`src/rtl/status_register_unit.sv`:
```
// Execute-stage ALU and flag producer. Computes the selected 32-bit operation,
// derives {Z, C, N, V}, and commits them to the architectural status register
// when the instruction is a real, unstalled, unflushed S-bit instruction.
module status_register_unit #(
  parameter int         WIDTH        = 32,
  parameter logic [3:0] RESET_STATUS = 4'b0000
) (
  input  logic             clk,
  input  logic             rst_n,
  input  logic [3:0]       exe_cmd,
  input  logic [WIDTH-1:0] val1,
  input  logic [WIDTH-1:0] val2,
  input  logic             s_bit,
  input  logic             valid,
  input  logic             stall,
  input  logic             flush,
  output logic [WIDTH-1:0] alu_res,
  output logic [3:0]       status,
  output logic [3:0]       flags_next
);

  localparam logic [3:0] CMD_MOV = 4'b0001;
  localparam logic [3:0] CMD_MVN = 4'b1001;
  localparam logic [3:0] CMD_ADD = 4'b0010;
  localparam logic [3:0] CMD_ADC = 4'b0011;
  localparam logic [3:0] CMD_SUB = 4'b0100;
  localparam logic [3:0] CMD_SBC = 4'b0101;
  localparam logic [3:0] CMD_AND = 4'b0110;
  localparam logic [3:0] CMD_ORR = 4'b0111;
  localparam logic [3:0] CMD_EOR = 4'b1000;

  logic [3:0]       status_q, status_d;
  logic [WIDTH-1:0] op_b;
  logic             cin_add;
  logic             is_arith;
  logic             is_nop;
  logic [WIDTH:0]   sum;
  logic [WIDTH-1:0] res;
  logic             z_flag, c_flag, n_flag, v_flag;
  logic             commit;

  // Decode: pick the adder's second operand and carry-in; carry-in for ADC/SBC
  // is the committed C flag, never the forwarded one.
  always_comb begin
    op_b     = val2;
    cin_add  = 1'b0;
    is_arith = 1'b0;
    is_nop   = 1'b0;
    case (exe_cmd)
      CMD_MOV, CMD_MVN, CMD_AND, CMD_ORR, CMD_EOR: ;
      CMD_ADD: is_arith = 1'b1;
      CMD_ADC: begin
        is_arith = 1'b1;
        cin_add  = status_q[2];
      end
      CMD_SUB: begin
        is_arith = 1'b1;
        op_b     = ~val2;
        cin_add  = 1'b1;
      end
      CMD_SBC: begin
        is_arith = 1'b1;
        op_b     = ~val2;
        cin_add  = status_q[2];
      end
      default: is_nop = 1'b1;
    endcase
  end

  // Single WIDTH+1 adder shared by all arithmetic ops; bit WIDTH is the carry
  // (for subtraction this is NOT borrow).
  assign sum = {1'b0, val1} + {1'b0, op_b} + {{WIDTH{1'b0}}, cin_add};

  // Result select and flag derivation; non-arithmetic ops keep C and V.
  always_comb begin
    res = '0;
    case (exe_cmd)
      CMD_MOV: res = val2;
      CMD_MVN: res = ~val2;
      CMD_AND: res = val1 & val2;
      CMD_ORR: res = val1 | val2;
      CMD_EOR: res = val1 ^ val2;
      default: if (is_arith) res = sum[WIDTH-1:0];
    endcase
    n_flag = res[WIDTH-1];
    z_flag = (res == '0);
    if (is_arith) begin
      c_flag = sum[WIDTH];
      v_flag = (val1[WIDTH-1] == op_b[WIDTH-1]) && (res[WIDTH-1] != val1[WIDTH-1]);
    end else begin
      c_flag = status_q[2];
      v_flag = status_q[0];
    end
  end

  assign alu_res    = res;
  assign flags_next = {z_flag, c_flag, n_flag, v_flag};

  // Commit gating: flush and stall both block; a NOP never sets flags.
  always_comb begin
    commit   = valid & s_bit & ~stall & ~flush & ~is_nop;
    status_d = commit ? flags_next : status_q;
  end

  // Architectural status register with asynchronous reset.
  always_ff @(posedge clk or negedge rst_n) begin
    if (!rst_n) status_q <= RESET_STATUS;
    else        status_q <= status_d;
  end

  assign status = status_q;

endmodule
```
`config.mk`:
```
export PLATFORM = sky130hd
export DESIGN_NAME = status_register_unit
export DESIGN_NICKNAME = d
export VERILOG_FILES = /design/src/rtl/status_register_unit.sv
export SDC_FILE = /design/constraint.sdc
export NUM_CORES = 1
export LEC_CHECK = 0
export CORE_ASPECT_RATIO = 0.75
export CORE_MARGIN = 5
export CORE_UTILIZATION = 35
export DETAILED_ROUTE_END_ITERATION = 8
export SETUP_SLACK_MARGIN = 0.02
export SLEW_MARGIN = 10
export SYNTH_ARGS = -nofsm -noshare
export SYNTH_HDL_FRONTEND = slang
export SYNTH_SLANG_ARGS = --single-unit
```
`constraint.sdc`:
```
create_clock -name clk -period 10.85 [get_ports clk]
set_input_delay 2.17 -clock clk [delete_from_list [all_inputs] [get_ports clk]]
set_output_delay 2.17 -clock clk [all_outputs]
set_load 0.005 [all_outputs]
```
# After elaboration in Yosys (flattened, before gate mapping)
# Cells that the tools add are included.
# op_classes
reduce_logical	6
mux	7
n_eq_ne	11
n_bitwise	10
n_addsub	2
# ops
op	n
one-hot mux 32 bit (5 select lines)	1
two-way mux 32 bit	2
adder 32 x 32 -> 33 bit	1
adder 33 x 1 -> 33 bit	1
bitwise AND 32 bit	1
zero test 32 bit	1
inverter 32 bit	1
OR 32 bit	1
bitwise XOR 32 bit	1
equality test 4 x 3 -> 1 bit, second input constant	4
OR reduction 9 bit	1
equality test 4 x 2 -> 1 bit, second input constant	2
equality test 4 bit, second input constant	2
bitwise AND 1 bit	4
equality test 4 x 1 -> 1 bit, second input constant	1
OR reduction 2 bit	2
OR reduction 4 bit	1
two-way mux 1 bit	3
inverter 1 bit	2
one-hot mux 1 bit (2 select lines)	1
equality test 1 bit	1
logical AND 1 bit	1
inequality test 1 bit	1
# word_totals
elab_cells	37
inputBits	74
output_inout_bits	40
regBits	4

# Longest topological paths before layout
# logic_depth
word_depth	10
ltp_mapped	22
depth_no_buf	16

# Worst setup path before layout
# No wires, ideal clock.
# synth_timing
path_kind	input to output
start	input port exe_cmd[3]
end	output port flags_next[3]
setup_slack_ps	1091
required_ps	8680
stages	21
path_buffers	8
arrival_time_ps	7589
path_cell_list	buf_6 > buf_6 > buf_1 > buf_1 > buf_6 > nor3b_1 > clkbuf_1 > buf_1 > xnor2_1 > fa_1 > fa_1 > a32oi_1 > o221ai_1 > or4_1 > or3_1 > or4_1 > or4b_1 > and4bb_1 > nand4b_1 > nor2_1 > buf_4
# synth_between
elab_chain_cells	8
elab_cells_between_ends	20
classes_between	add/sub (2); eq/ne (9); mux (5); reduce/logical (4)
# synth_lines
element	line	source
start: declaration	10	input logic [3:0] exe_cmd,
equality test 4 x 3 -> 1 bit	49	case (exe_cmd)
OR reduction 2 bit (no source line)	--	
two-way mux 32 bit	--	
adder 32 x 32 -> 33 bit	72	assign sum = {1'b0, val1} + {1'b0, op_b} + {{WIDTH{1'b0}}, cin_add};
adder 33 x 1 -> 33 bit	72	
two-way mux 32 bit	83	default: if (is_arith) res = sum[WIDTH-1:0];
one-hot mux 32 bit (5 select lines) *	77	case (exe_cmd)
via alu_res[1]	17	output logic [WIDTH-1:0] alu_res,
zero test 32 bit *	86	z_flag = (res == '0);
end: declaration	19	output logic [3:0] flags_next
# The timed path passes the listed nets; every way through them passes the cells marked *.

# Worst setup path in the final report
# layout_timing
start	input port exe_cmd[1]
end	output port flags_next[3]
# layout_between
elab_chain_cells	8
elab_cells_between_ends	20
classes_between	add/sub (2); eq/ne (9); mux (5); reduce/logical (4)
# layout_lines
element	line
equality test 4 x 3 -> 1 bit	49
OR reduction 2 bit (no source line)	--
two-way mux 32 bit	--
adder 32 x 32 -> 33 bit	72
adder 33 x 1 -> 33 bit	72
two-way mux 32 bit	83
one-hot mux 32 bit (5 select lines) *	77
zero test 32 bit *	86
# Every way passes the cells marked *; elsewhere a longest branch is shown, timed or not.

==> results by group <==
Min path
  – Hold Crit Class: reg2reg

Synthesis
  – Cell area after synthesis: 5130 um2
  – Syn nets: 879
  – Ys flop type: dfrtp_1
  – Post-Syn Instances: 708
  – Sequential cell area fraction in the yosys report: 1.95%
  – Post-synthesis async set-or-reset flop share: 100%
  – Area contributors post-synth: ha_1 (23%), xnor2_1 (11%), a21oi_1 (6.0%), inv_1 (5.4%), xor2_1 (3.8%)
  – Top cell type's share of synthesized area: 23.2%
  – Post-synth top cells: ha_1 (95), inv_1 (74), xnor2_1 (62), a21oi_1 (61), nor2_1 (47)
  – #FFs+latches synth: 4
  – Yosys cell types: 73
  – Average size of a mapped cell: 7.24 um2
  – Leading area contributor after synthesis: ha_1
  – EDFF count, synth: 0
  – Yosys warning total: 0
  – Count leader, synth: ha_1

Floorplanning
  – Core ar.: 14400 um2
  – Die width: 150 um
  – Row count: 38
  – Area of the die: 17200 um2
  – Starting Density: 35.6%
  – Die H: 115 um
  – # IOs: 114

Place
  – Dpl cell area: 6250 um2
  – Buffers on Ports: 113
  – Placer Congestion: 0.927
  – HPWL after DPL: 14100 um

Clocking
  – CTS root buf: clkbuf_16
  – Max Buffers Root-to-Sink: 2
  – H-tree level count: 1
  – Cts-stage hold buffer count: 0
  – Post-CTS resize count: 0
  – CTS tree: built
  – CTS sink cnt: 4
  – Setup Buffers After CTS: 0
  – Total CTS buffers: 3
  – Worst-Skew Late Latency: 0.23 ns
  – Clock transition at path regs: 0.03 ns

Run status
  – Outcome: completed

Global routing
  – Tot GR Track Use: 19.8%
  – Number of global-route vias before repair: 5344
  – First-pass GRT wire length: 28000 um
  – Initial antenna violation count: 0
  – Grt ovf: 0
  – Pin count of the biggest net entering global routing: 81

Pwr
  – P_int: 0.239 mW
  – Sequential Power Share: 4.5%
  – Combinational Power Share: 82.7%
  – P_sw: 0.214 mW
  – Lkg Pwr: 2.70 nW
  – Clk pwr share: 12.8%
  – Worst IR Drop VDD: 53.9 uV
  – Power Density: 71.7 nW/um2
  – Sw Share: 47.2%

Timing
  – Setup TNS: 0 ns
  – Tightest Pin Transition: 0.932 ns
  – Max Clock Skew: 0.00254 ns
  – Hold Vio Cnt, Final: 0
  – Fin crit share: 92.8%
  – FMAX: 0.0993 GHz
  – Max Slew Vio Count: 0
  – Rel. slew slack: 37.4%
  – Fin crit period: 10.07 ns
  – Setup Viol. Count Final: 0
  – RSZ-0062 raised after global routing: false

Job
  – Max-cap violation count: 0

Cells and area
  – Sequential Area: 100 um2
  – Nets: 950
  – Fill count: 1471
  – Max FFs per register: 4
  – # diodes: 0
  – Multi-input logic area: 4430 um2
  – Layout cells sized above 1: 5.15%
  – Final Cell Area: 6320 um2
  – Area growth syn-to-layout: 23.3%

Detailed routing
  – Vias/cell: 5.65
  – Router iterations before antenna repair: 5
  – Avg WL per Cell: 18.4 um
  – Antenna-violating nets left: 0
  – First DRT Iteration DRCs: 440
  – Vias: 5521
  – # DRC: 0
  – Routed WL: 18000 um

Setup path
  – Worst EP arrival: 7.90 ns
  – Crit end category: primary output
  – Reg-to-reg setup timing slack: 6.26 ns
  – WP data required: 8.68 ns
  – Worst r2r src: status[2]
  – Setup CP Type: in2out
  – CP startpoint: exe_cmd[1]
  – Critical Path Source Type: input port
  – Cells on worst reg2reg path: 13
  – Critical path fanouts, max: 15
  – CP endpoint: flags_next[3]
  – R2R Path End: status[3]
-- worst min-delay path by stage --
| stage | startpoint | endpoint | slack, ns | cells past startpoint |
|---|---|---|---|---|
| 3_3_place_gp | status[3] | status[3] | 0.47 | 2 |
| 2_1_floorplan | status[3] | status[3] | 0.48 | 2 |
| 6_report | status[3] | status[3] | 0.49 | 2 |
| 3_5_place_dp | status[3] | status[3] | 0.49 | 2 |
| 5_1_grt | status[3] | status[3] | 0.52 | 2 |
| 4_1_cts | status[3] | status[3] | 0.49 | 2 |
-- through the flow --
step                total power [mW]  hold WS (ns)  util, %  setup slack [ns]  cells
floorplan                      0.251         0.483        -              1.09    708
global placement               0.385         0.470     43.4              1.01    974
detailed placement             0.390         0.487     43.4             0.811    974
CTS                            0.451         0.493     43.9             0.788    977
global route                   0.491         0.524     43.9             0.408    977
finish                         0.453         0.489     43.9             0.777    977
-- placed cells by master, fill, tap and decap left out, drive strengths merged, types with 11 or more instances in the layout --
master,synthesis,layout
clkdlybuf4s50,0,111
ha,95,95
inv,74,74
xnor2,62,62
a21oi,61,61
nor2,47,47
nand2,44,44
o21ai,30,30
xor2,22,22
nand4,17,17
o22ai,16,16
a22oi,14,14
a221oi,13,13
buf,23,12
o221a,11,11
-- power by group through the flow --
stage               logic, mW  registers (mW)  clock network (mW)
finish                  0.375          0.0204              0.0582
global route            0.410          0.0207              0.0602
detailed placement      0.369          0.0206                   0
floorplan               0.231          0.0200                   0
CTS                     0.372          0.0205              0.0591
global placement        0.364          0.0204                   0
-- area by class of cell --
type	instances	share of cell area [%]
Clock buffer	3	1.19
Inverter	74	4.39
Multi-Input combinational cell	573	70.0
Sequential cell	4	1.58
Tap cell	200	3.96
Timing Repair Buffer	123	18.9
-- worst max-delay path: stages --
cell and delay, ns:
clkdlybuf4s50_1 0.72, xor2_1 0.29, nor2b_4 0.45, nand3_1 0.11, o21ai_0 0.12, fa_1 0.26
fa_1 0.43, a32oi_1 0.20, o221ai_1 0.18, or4_1 0.54, or3_1 0.34, or4_1 0.42
or4b_1 0.49, and4bb_1 0.31, nand4b_1 0.20, nor2_1 0.15, clkdlybuf4s50_1 0.52
-- logic make-up after synthesis --
family / after synthesis / share of synthesized area [%]
XOR/XNOR: 84 / 14.3
adder cells (fa/ha/maj): 97 / 24.0
AND/OR/NAND/NOR: 161 / 16.0
flip-flops: 4 / 1.95
AO/OA/AOI/OAI: 222 / 30.0
buffers and inverters: 131 / 12.0
multiplexers: 9 / 1.78
-- layer usage --
metal | track usage, % | vias up | routed length [um]
li1 | - | 2692 | -
met3 | 3.35 | 21 | 1290
met1 | 28.8 | 2635 | 8930
met2 | 30.8 | 173 | 7490
met5 | 0 | - | 0
met4 | 4.08 | 0 | 242
(Power assumes the default switching activity.)
